<file path="src/rtl/alu_issue_seq.sv">
// Issue sequencer for the 4-bit-control ALU: decodes MIPS opcode/funct, registers
// the ALU operands, captures the ALU result one cycle later and returns it on a handshake.
module alu_issue_seq (
  input  logic        clk,
  input  logic        rst_n,
  input  logic        req_valid,
  output logic        req_ready,
  input  logic [5:0]  req_opcode,
  input  logic [5:0]  req_funct,
  input  logic [31:0] req_a,
  input  logic [31:0] req_b,
  output logic [31:0] alu_in1,
  output logic [31:0] alu_in2,
  output logic [3:0]  alu_ctrl,
  input  logic [31:0] alu_ou,
  input  logic        alu_zero,
  output logic        rsp_valid,
  input  logic        rsp_ready,
  output logic [31:0] rsp_result,
  output logic        rsp_taken,
  output logic        rsp_err
);

  typedef enum logic [1:0] {
    IDLE  = 2'b00,
    ISSUE = 2'b01,
    RESP  = 2'b10
  } state_t;

  typedef enum logic [1:0] {
    BR_NONE = 2'b00,
    BR_EQ   = 2'b01,
    BR_NE   = 2'b10
  } br_t;

  localparam logic [3:0] CTRL_AND = 4'b0000;
  localparam logic [3:0] CTRL_OR  = 4'b0001;
  localparam logic [3:0] CTRL_ADD = 4'b0010;
  localparam logic [3:0] CTRL_SUB = 4'b0110;
  localparam logic [3:0] CTRL_SLT = 4'b0111;
  localparam logic [3:0] CTRL_NOR = 4'b1100;

  // Packed decode result: {legal, branch kind[1:0], ctrl[3:0]}
  function automatic logic [6:0] decode_op(input logic [5:0] opcode, input logic [5:0] funct);
    logic [6:0] d;
    d = {1'b0, BR_NONE, CTRL_AND};
    if (opcode == 6'b000000) begin
      case (funct)
        6'b100000: d = {1'b1, BR_NONE, CTRL_ADD};
        6'b100010: d = {1'b1, BR_NONE, CTRL_SUB};
        6'b100100: d = {1'b1, BR_NONE, CTRL_AND};
        6'b100101: d = {1'b1, BR_NONE, CTRL_OR};
        6'b101010: d = {1'b1, BR_NONE, CTRL_SLT};
        6'b100111: d = {1'b1, BR_NONE, CTRL_NOR};
        default:   d = {1'b0, BR_NONE, CTRL_AND};
      endcase
    end else begin
      case (opcode)
        6'b100011: d = {1'b1, BR_NONE, CTRL_ADD};
        6'b101011: d = {1'b1, BR_NONE, CTRL_ADD};
        6'b001000: d = {1'b1, BR_NONE, CTRL_ADD};
        6'b000100: d = {1'b1, BR_EQ,   CTRL_SUB};
        6'b000101: d = {1'b1, BR_NE,   CTRL_SUB};
        6'b001100: d = {1'b1, BR_NONE, CTRL_AND};
        6'b001101: d = {1'b1, BR_NONE, CTRL_OR};
        6'b001010: d = {1'b1, BR_NONE, CTRL_SLT};
        default:   d = {1'b0, BR_NONE, CTRL_AND};
      endcase
    end
    return d;
  endfunction

  state_t      state_r;
  br_t         br_r;
  logic [31:0] alu_in1_r;
  logic [31:0] alu_in2_r;
  logic [3:0]  alu_ctrl_r;
  logic [31:0] rsp_result_r;
  logic        rsp_taken_r;
  logic        rsp_err_r;

  logic        dec_legal_s;
  br_t         dec_br_s;
  logic [3:0]  dec_ctrl_s;
  logic        accept_s;

  // Decode the presented request and qualify acceptance with the IDLE state
  always_comb begin
    logic [6:0] d;
    d           = decode_op(req_opcode, req_funct);
    dec_legal_s = d[6];
    dec_br_s    = br_t'(d[5:4]);
    dec_ctrl_s  = d[3:0];
    if (state_r == IDLE) begin
      accept_s = req_valid;
    end else begin
      accept_s = 1'b0;
    end
  end

  // Sequencer FSM with registered ALU drive and response fields
  always_ff @(posedge clk or negedge rst_n) begin
    if (!rst_n) begin
      state_r      <= IDLE;
      br_r         <= BR_NONE;
      alu_in1_r    <= 32'h0000_0000;
      alu_in2_r    <= 32'h0000_0000;
      alu_ctrl_r   <= 4'b0000;
      rsp_result_r <= 32'h0000_0000;
      rsp_taken_r  <= 1'b0;
      rsp_err_r    <= 1'b0;
    end else begin
      case (state_r)
        IDLE: begin
          if (accept_s) begin
            if (dec_legal_s) begin
              alu_in1_r  <= req_a;
              alu_in2_r  <= req_b;
              alu_ctrl_r <= dec_ctrl_s;
              br_r       <= dec_br_s;
              state_r    <= ISSUE;
            end else begin
              // Illegal ops skip the ALU entirely; its operands keep their last values
              rsp_result_r <= 32'h0000_0000;
              rsp_taken_r  <= 1'b0;
              rsp_err_r    <= 1'b1;
              state_r      <= RESP;
            end
          end
        end
        ISSUE: begin
          rsp_result_r <= alu_ou;
          rsp_err_r    <= 1'b0;
          case (br_r)
            BR_EQ:   rsp_taken_r <= alu_zero;
            BR_NE:   rsp_taken_r <= ~alu_zero;
            default: rsp_taken_r <= 1'b0;
          endcase
          state_r <= RESP;
        end
        RESP: begin
          if (rsp_ready) begin
            state_r <= IDLE;
          end
        end
        default: begin
          state_r <= IDLE;
        end
      endcase
    end
  end

  assign req_ready  = (state_r == IDLE);
  assign rsp_valid  = (state_r == RESP);
  assign alu_in1    = alu_in1_r;
  assign alu_in2    = alu_in2_r;
  assign alu_ctrl   = alu_ctrl_r;
  assign rsp_result = rsp_result_r;
  assign rsp_taken  = rsp_taken_r;
  assign rsp_err    = rsp_err_r;

endmodule

</file>
<file path="config.mk">
export PLATFORM = sky130hd
export DESIGN_NAME = alu_issue_seq
export DESIGN_NICKNAME = d
export VERILOG_FILES = /design/src/rtl/alu_issue_seq.sv
export SDC_FILE = /design/constraint.sdc
export NUM_CORES = 1
export LEC_CHECK = 0
export ABC_AREA = 1
export ABC_CLOCK_PERIOD_IN_PS = 1700
export CELL_PAD_IN_SITES_DETAIL_PLACEMENT = 1
export CELL_PAD_IN_SITES_GLOBAL_PLACEMENT = 2
export CORE_MARGIN = 10
export CORE_UTILIZATION = 22
export CTS_CLUSTER_SIZE = 12
export DETAILED_ROUTE_END_ITERATION = 8
export GPL_TIMING_DRIVEN = 1
export PLACE_DENSITY = 0.92
export SLEW_MARGIN = 5
export SYNTH_ARGS = -nofsm -noshare
export SYNTH_HDL_FRONTEND = slang
export SYNTH_SLANG_ARGS = --single-unit
</file>
<file path="constraint.sdc">
create_clock -name clk -period 1.7 [get_ports clk]
set_clock_uncertainty 0.05 [all_clocks]
set_input_delay 0.255 -clock clk [delete_from_list [all_inputs] [get_ports clk]]
set_output_delay 0.255 -clock clk [all_outputs]
set_load 0.01 [all_outputs]
</file>
== Yosys cells after proc, flatten, opt, wreduce, memory -nomap -nowiden ==
Index checks and enable logic that the tools add are counted.

* Register bits after elaboration: 106
* Input bits: 113
* Output and inout bits: 104
* Word-level logic and storage cells: 55

* Equality and inequality tests: 21
* Multiplexer cells: 18
* Bitwise logic cells: 1
* Reductions and logical operators: 7

{| class="wikitable"
|+ Operator list
! kind !! number
|-
| $pmux 7 s6 || 2
|-
| $mux 32 || 2
|-
| $pmux 32 s2 || 1
|-
| $eq 6x6->1 const B || 8
|-
| $eq 6x4->1 const B || 4
|-
| $eq 6x3->1 const B || 2
|-
| $mux 7 || 1
|-
| $logic_not 6->1 || 1
|-
| $mux 2 || 3
|-
| $pmux 1 s2 || 3
|-
| $pmux 2 s3 || 1
|-
| $reduce_and 3->1 || 2
|-
| $mux 1 || 5
|-
| $eq 2x1->1 const B || 2
|-
| $eq 2x2->1 const B || 2
|-
| $ne 2x1->1 const B || 2
|-
| $reduce_or 3->1 || 1
|-
| $logic_not 2->1 || 1
|-
| $ne 2x2->1 const B || 1
|-
| $reduce_and 2->1 || 1
|-
| $reduce_bool 2->1 || 1
|-
| $not 1->1 || 1
|}

== Logic depth before layout (Yosys ltp) ==
Gate-level depths: netlist of run 1.

* Depth in word-level cells: 7
* Depth in mapped cells: 12

== Worst setup path after synthesis of run 1 ==
Ideal clock, no wire load.

* Path type: input to register
* From: input port req_opcode[5]
* To: register alu_ctrl_r[1], in the netlist alu_ctrl[1]
* Setup time: 0.117 ns
* Arrival time: 1.285 ns
* Required time: 1.533 ns
* Slack: 0.248 ns
* Stages on the path: 11
* Path through: nor2_2 > nand2_1 > nor2_1 > nor2_2 > nand2_1 > nor2_2 > nand2_2 > nand2_2 > buf_4 > nand2_1 > nand2_1

* Cells in the longest elaborated chain, start to end: 5
* Elaborated cells on any way between the ends: 13

{| class="wikitable"
|+ Ends and longest elaborated chain
! element !! RTL line !! source
|-
| start: declaration || 8 || <nowiki>input logic [5:0] req_opcode,</nowiki>
|-
| $eq 6x4->1 or $eq 6x6->1 (tied branches) || 58 || <nowiki>case (opcode)</nowiki>
|-
| $reduce_or 3->1 (no source line) || n/a ||
|-
| $pmux 7 s6 || 58 ||
|-
| $mux 7 (*) || 47 || <nowiki>if (opcode == 6'b000000) begin</nowiki>
|-
| $reduce_and 3->1 (no source line) || n/a ||
|-
| end signal: assignment || 119 || <nowiki>alu_ctrl_r <= dec_ctrl_s;</nowiki>
|-
| end: declaration || 77 || <nowiki>logic [3:0] alu_ctrl_r;</nowiki>
|}

Every way passes the cells marked *; elsewhere a longest branch is shown, timed or not.
A chain may end at the register's enable or synchronous reset.

== Final worst setup path of run 1 ==
* From: input port req_funct[2]
* To: register rsp_result_r[16], in the netlist rsp_result[16]

* Cells in the longest elaborated chain, start to end: 5
* Elaborated cells on any way between the ends: 10

{| class="wikitable"
|+ Ends and longest elaborated chain
! element !! RTL line !! source
|-
| start: declaration || 9 || <nowiki>input logic [5:0] req_funct,</nowiki>
|-
| $eq 6x6->1 || 48 || <nowiki>case (funct)</nowiki>
|-
| $pmux 7 s6 (*) || 48 ||
|-
| $mux 7 (*) || 47 ||
|-
| $ne 2x2->1 (no source line) (*) || n/a ||
|-
| $reduce_and 3->1 (no source line) (*) || n/a ||
|-
| end signal: assignment || 132 || <nowiki>rsp_result_r <= alu_ou;</nowiki>
|-
| end: declaration || 78 || <nowiki>logic [31:0] rsp_result_r;</nowiki>
|}

Marked as above.

==> metrics.md, run 1 <==
| Metric | Value |
|---|---|
| Status | finished, final reports clean |
| Critical path capture point type | flip-flop |
| Slowest cell delay on critical path | between 0.5 and 0.6 ns |
| GRT Residual Overflow | 0 |
| Antenna Violating Nets Remaining | 0 |
| Power consumption | roughly 0.0093 W |
| Critical path arrival | ~1.9 ns |
| Worst Setup Start Kind | input pin |
| Min Clock Period, post-route | about 1.6 ns |
| Nets | 870 |
| Count of final max-slew check failures | 0 |
| #FFs+latches synth | about 110 |
| Clk slew on worst S/H paths | 0.08 ns |
| Pwr Density | 1211 mW/mm^2 |
| Worst skew pair latency | approximately 0.35 ns |
| Final non-filler cell area | roughly 0.0077 mm^2 |
| Die Ht | approximately 160 um |
| Fin crit share | ~95% |
| Die area | around 0.026 mm^2 |
| Die width | 162.4 um |
| Synth Instances | roughly 520 |
| I/O pin count | ~220 |
| Synth cell types | 19 |
| Slew HR | a little under three quarters |
| Total Routing Usage GR | about 13% |
| TritonCTS clock tree | done |
| Port bufs | 216 |
| # rows | 52 |
| Max cap viols | 0 |
| Setup ws final | approximately 0.080 ns |
| Hpwl dp | ~13 mm |
| Pre-CTS WS | -0.4421 ns |
| Worst path top cell family by delay | buffers and inverters |
| R2R Path Start | state_r[1] |
| Worst path required time | roughly 2.0 ns |
| Vias in the first global route | 4691 |
| FF+latch area | about 0.0027 mm^2 |
| Post-synthesis sequential area ratio | 59.50% |
| Clock Tree Root | clkbuf_16 |
| Worst min path class | in2async |
| Total CTS buffers | 9 |
| FMAX | 617.4 MHz |
| Placed Area | ~0.0072 mm^2 |
| Antenna violations before repair | 1 |
| First-pass GRT wire length | approximately 27 mm |
| Buf/Inv on CP | 4 |
| Crit path top cell by count | nand3_1 |
| CP Cell Sequence | clkdlybuf4s50_1 -> inv_1 -> nor2_4 -> nand3b_1 -> nand3_1 -> nand2_2 -> buf_4 -> nand3_4 -> clkbuf_16 -> nand3_1 -> nand2_1 |
| VDD IR max | roughly 0.55 mV |
| First-pass iteration count of the detailed router | 4 |
| Syn_nets | between 600 and 700 |
| Mean Syn Cell Area | between 8 and 9 um^2 |
| Hold Vio Cnt, Final | 0 |
| Clock buffer depth | 2 |
| P_leak | 3.775 nW |
| Filler cell count | between 2000 and 2500 |
| Setup Crit Path Kind | in2reg |
| Post-Syn Area | roughly 0.0045 mm^2 |
| Multi-input logic area | ~0.0016 mm^2 |
| Crit path from | req_funct[2] |
| Clock sink count | about 110 |
| H-Tree Depth | 3 |
| DRC violations left | 0 |
| Largest net degree at the start of global routing | 39 |
| Area growth, synth to finish | 72.10% |
| Final hold slack | 0.3265 ns |
| Inst Count DP | 1012 |
| Endpoints failing setup | 0 |
| CP max-delay cell | clkdlybuf4s50_1 |
| Initial DRC count | between 150 and 200 |
| Yosys warns | 0 |
| Worst Path Max Fanout | 11 |
| Core Area | around 0.020 mm^2 |
| Via count | 4435 |
| Routed wire length | approximately 18 mm |
| Routability cong. | approximately 0.74 |
| Post-DR vias/cell | between 4 and 5 |
| WL per Instance | about 17 um |
| Layout cells sized above 1 | 9.186% |
| Fin cells | between 1000 and 1500 |
| Starting Density | ~22% |
| Worst Max-Slew Pin Slew | 0.4204 ns |
stage by stage:
stage / utilization, % / TNS, ns
after CTS: 37.60 / 0
after global routing: 38.16 / -0.1011
final: 38.16 / 0
after global placement: 35.89 / -35.10
after detailed placement: 35.89 / -43.57
after floorplan: - / 0
synthesized netlist by cell type, drive strengths merged:
library cell | count | share of area [%]
nor3 | 1 | 0.22
nand4 | 3 | 0.42
clkinv | 1 | 0.084
o211ai | 2 | 0.34
inv | 17 | 1.4
nand2 | 221 | 19
o21ai | 2 | 0.22
nand3b | 4 | 0.67
buf | 17 | 2.3
clkbuf | 13 | 1.1
nand3 | 113 | 13
dfrtp | 106 | 60
nor2 | 20 | 2.0
a21oi | 2 | 0.22
what timing repair did:
item	in CTS	in global routing
buffers inserted	0	1
hold endpoints to repair	24	0
hold buffers	1	0
gates resized for setup	9	15
cloned	0	2
endpoints found under the setup margin	93	108
pin swaps	0	4
kinds of logic (layout without fill, tap and decap cells):
| logic type | after synthesis | after routing | share of synthesized area (%) |
|---|---|---|---|
| flip-flops | 106 | 106 | 59.50 |
| other | 0 | 1 | 0 |
| buffers and inverters | 48 | 288 | 4.912 |
| AO/OA/AOI/OAI | 6 | 6 | 0.7858 |
| AND/OR/NAND/NOR | 362 | 362 | 34.80 |
sequential cells by signal, summed over array words and instances, names as in the netlist:
name,cells
alu_in1,32
alu_in2,32
rsp_result,32
alu_ctrl,4
br_r,2
state_r,2
rsp_err,1
rsp_taken,1
final timing paths:
path | endpoint | slack [ns] | depth (start not counted)
max | rsp_result[16] | 0.08 | 11
min | alu_in1[26] | 0.33 | 2
max reg2reg | alu_in2[0] | 0.21 | 4
min reg2reg | alu_in2[21] | 0.42 | 2
max in group asynchronous | state_r[1] | 0.73 | 3
min in group clk | rsp_result[21] | 0.38 | 3
power by group:
| part | internal [W] | switching, W | total, W |
|---|---|---|---|
| combinational | 0.00184 | 0.00148 | 0.00332 |
| sequential | 0.00323 | 0.000386 | 0.00361 |
| clock | 0.00131 | 0.00105 | 0.00236 |
final cells by class:
class / count / share of cell area [%]
Antenna cell: 1 / 0.03262
Clock buffer: 9 / 2.935
Clock inverter: 7 / 1.321
Inverter: 18 / 0.8806
Multi-Input combinational cell: 368 / 21.31
Sequential cell: 106 / 34.59
Tap cell: 270 / 4.403
Timing Repair Buffer: 254 / 34.52
cell usage in the layout, fill, tap and decap left out, types with 3 or more instances in the layout:
cell type and count:
clkdlybuf4s50_1 204, nand3_1 112, dlygate4sd2_1 5, nand2_1 218, nor2_2 5, inv_1 15
nand4_1 3, nand3b_1 4, clkbuf_16 11, dlymetal6s2s_1 6, dfrtp_1 105, buf_12 12
buf_4 22, nor2_1 12, nor2_4 3
per-layer routing:
layer	global-route usage [%]	vias to the layer above	part of all wire (%)
li1	-	2149	-
met5	0	-	0
met1	15.75	2144	44
met2	20.79	125	48
met3	4.550	17	6.8
met4	3.888	0	1.3
Power figures use the tool's default switching activity.
==> run 2: changes to the inputs <==
ABC_AREA = 0   (was 1)
CORE_UTILIZATION = 25   (was 22)
PLACE_DENSITY = 0.91   (was 0.92)
==> run 2 against run 1 <==
  * The flow now finishes with violations (setup timing)
  * Register-to-register slack worse by 0.44 ns
  * Count of clock-buffer cells in the layout stayed put
  * Combinational power up 2%
  * Core utilization up 5.1 points
  * Synthesized cell count is 34% lower
  * Cell count decreased by 20%
  * Area after synthesis up 2.9%
  * Sequential share of layout area decreased by 0.57 points
  * Global-route usage grew 0.22 points
  * Critical path depth down 3
  * Routed wire length fell by 8.4%
  * Critical path type is now reg2reg
  * Largest cell class is now non-clock buffers
  * Highest routed layer unchanged
==> metrics.md, run 2 <==
| Metric | Value |
|---|---|
| Status | complete, but fails checks |
| Failing checks | setup timing |
| Synth area leaders | dfrtp_1, mux2_4, nand2_1, a21oi_1, buf_6 |
| Worst skew pair latency | 0.34 ns |
| Part of the power in registers | about 39% |
| Via count | between 3000 and 4000 |
| Yosys warns | 0 |
| WL per Instance | just under 20 um |
| Count leader, synth | dfrtp_1 |
| Clock sink count | between 100 and 150 |
| I/O pin count | between 200 and 250 |
| Clock share of power | a little under a quarter |
| Worst min path class | in2reg |
| Most common cell after layout, fill and taps aside | clkdlybuf4s50_1 |
| Setup_tns | -12.24 ns |
| Mean Syn Cell Area | 13.25 um^2 |
| DRC violations left | 0 |
| Worst path required time | roughly 1.9 ns |
| Initial DRC count | approximately 140 |
| Antenna violations before repair | 0 |
| Met1 usage in global routing | about 14% |
| Critical path arrival | between 2 and 2.5 ns |
| Most frequent cells in the layout | clkdlybuf4s50_1, dfrtp_1, nand2_1 |
| Hold Vio Cnt, Final | 0 |
| Clock buffer depth | 2 |
| Starting Density | roughly a quarter |
| Max cap viols | 0 |
| Int Pwr | around 0.0066 W |
| Endpoints failing setup | 70 |
| Yosys top cell area share | 57.84% |
| First-pass iteration count of the detailed router | 4 |
| Post-Syn Area | about 0.0046 mm^2 |
| Worst Setup Start Kind | flip-flop |
| FMAX | a little over 500 MHz |
| Synth cell types | 36 |
| P_leak | 3.306 nW |
| Post-DR vias/cell | between 4 and 5 |
| Busiest grt layer | met2 |
| VDD IR max | around 0.66 mV |
| Setup ws final | -0.2290 ns |
| GRT Residual Overflow | 0 |
| Crit path from | state_r[0] |
| Worst Path Max Fanout | 7 |
| Vias in the first global route | 4362 |
| Port bufs | between 200 and 250 |
| Nets | 711 |
| Die Ht | 155.4 um |
| Routed wire length | between 15 and 20 mm |
| Post-synthesis sequential area ratio | slightly below 60% |
| Combinational power share | a little under two fifths |
| #FFs+latches synth | 106 |
| Post-synth top cells | dfrtp_1, nand2_1, mux2_4 |
| # rows | just under 50 |
| RSZ-0062 raised after global routing | yes |
| Fin cells | around 830 |
| Pwr Density | roughly 1200 mW/mm^2 |
| Die width | between 150 and 200 um |
| P_sw | 0.002581 W |
| Syn_nets | 459 |
| Min Clock Period, post-route | 1.929 ns |
| Routability cong. | 0.7636 |
| CP max-delay cell | dfrtp_1 |
| Slowest cell delay on critical path | 0.41 ns |
| ANT cells | 0 |
| R2R Path Start | state_r[0] |
| Pre-CTS WS | -0.8311 ns |
| Number of synthesized flops with an enable pin | 0 |
| Synth Instances | about 350 |
| Post-layout util | 43.25% |
| Clock Tree Root | clkbuf_16 |
| FFs w/ async S/R, synth | 100.0% |
| Inst Count DP | approximately 810 |
| Setup Crit Path Kind | reg2reg |
| Clk slew on worst S/H paths | 0.08 ns |
| Main flop type after synthesis | dfrtp_1 |
| First-pass GRT wire length | 25.29 mm |
| H-Tree Depth | 3 |
| Fin crit share | 113.5% |
| Met2 Use GR | between 20 and 25% |
| Worst Max-Slew Pin Slew | 0.5669 ns |
| CP Cell Sequence | nor3b_4 -> buf_6 -> o311ai_4 -> o21ai_4 -> buf_6 -> buf_16 -> buf_16 -> mux2_4 |
| Largest net degree at the start of global routing | between 100 and 150 |
| Area growth, synth to finish | 70.01% |
| Critical path capture point type | flip-flop |
| Total CTS buffers | 9 |
| Sw Share | approximately 28% |
| Antenna Violating Nets Remaining | 0 |
| Total Routing Usage GR | around an eighth |
| Slew HR | between 60 and 70% |
| Synth area leader | dfrtp_1 |
| Layout cells sized above 1 | between 20 and 25% |
| Hold wc startpoint | alu_ou[24] |
| Die area | 0.02416 mm^2 |
| Core Area | approximately 0.018 mm^2 |
| Count of final max-slew check failures | 0 |
| Met3 Resource Use GR | approximately 5.1% |
| Hpwl dp | approximately 12 mm |
| TritonCTS clock tree | done |
-- run 2: cell types whose count changed in the layout (fill, tap and decap cells not counted), moves of 5 or more --
cell	previous run	this run
a21oi_1	2	36
buf_12	12	3
buf_8	0	6
inv_1	15	3
mux2_4	0	66
nand2_1	218	70
nand3_1	112	1
nor2_1	12	7
nor2_2	5	0
-- run 2: critical path: cells and delay by family (launching register included) --
kind                   cells  cell delay (ns)
buffers and inverters      4             0.60
DFF                        1             0.41
muxes                      1             0.29
and+or+nand+nor            1             0.28
AOI/OAI and AO/OA          2             0.19
-- run 2: timing repair --
action	4_1_cts	5_1_grt
setup endpoints to repair	108	107
hold buffers	1	0
pin swaps	4	1
gates cloned	3	0
setup buffers	4	1
endpoints found under the hold margin	106	0
gates resized for setup	39	14
-- run 2: metal layers --
| metal | vias to the layer above | share of wire (%) | routed length (um) |
|---|---|---|---|
| li1 | 1687 | - | - |
| met1 | 1844 | 38 | 6132 |
| met2 | 139 | 51 | 8272 |
| met3 | 22 | 8.6 | 1388 |
| met4 | 0 | 2.4 | 383 |
| met5 | - | 0 | 0 |
-- run 2: metrics by stage --
| stage | total power, W | area (um^2) | hold slack (ns) |
|---|---|---|---|
| final | 0.009141 | 7796 | 0.4029 |
| after global routing | 0.009618 | 7796 | 0.4041 |
| after CTS | 0.009289 | 7767 | 0.3856 |
| after detailed placement | 0.006993 | 7212 | 0.3358 |
| after global placement | 0.006860 | 7212 | 0.3172 |
| after floorplan | 0.004883 | 4591 | -0.09059 |
-- run 2: layout make-up --
type,instances,area (um^2)
Multi-Input combinational cell,218,1879
Clock inverter,6,75.07
Fill cell,1911,10230
Tap cell,229,286.5
Timing Repair Buffer,260,2666
Sequential cell,106,2653
Clock buffer,9,225.2
Inverter,3,11.26
-- run 2: logic make-up after synthesis --
logic type,count (synthesis),share of synthesized area [%]
DFF,106,57.84
and+or+nand+nor,100,10.34
muxes,70,22.10
AOI/OAI and AO/OA,48,6.248
buffers and inverters,22,3.465
-- run 2: worst paths after layout --
| check | endpoint | slack, ns | depth (start not counted) |
|---|---|---|---|
| worst max register to register | alu_in2[2] | -0.23 | 8 |
| max in group asynchronous | state_r[0] | 0.69 | 3 |
| min in group asynchronous | rsp_result[10] | 0.48 | 3 |
| worst max-delay path | alu_in2[2] | -0.23 | 8 |
| worst min register to register | rsp_err | 0.43 | 1 |
| worst min-delay path | rsp_result[24] | 0.40 | 3 |
-- run 2: power groups by stage --
stage | Combinational (W) | Sequential (W) | Clock [W]
2_1_floorplan | 0.00100 | 0.00388 | 0
3_3_place_gp | 0.00327 | 0.00359 | 0
3_5_place_dp | 0.00337 | 0.00362 | 0
4_1_cts | 0.00345 | 0.00361 | 0.00222
5_1_grt | 0.00360 | 0.00370 | 0.00231
6_report | 0.00340 | 0.00361 | 0.00214
==> run 3: changes to the inputs <==
CTS_CLUSTER_DIAMETER = 60   (was unset)
SLEW_MARGIN = unset   (was 5)
==> results of run 3 <==
No change in the layout: final DEF, timing and power equal those of run 2.
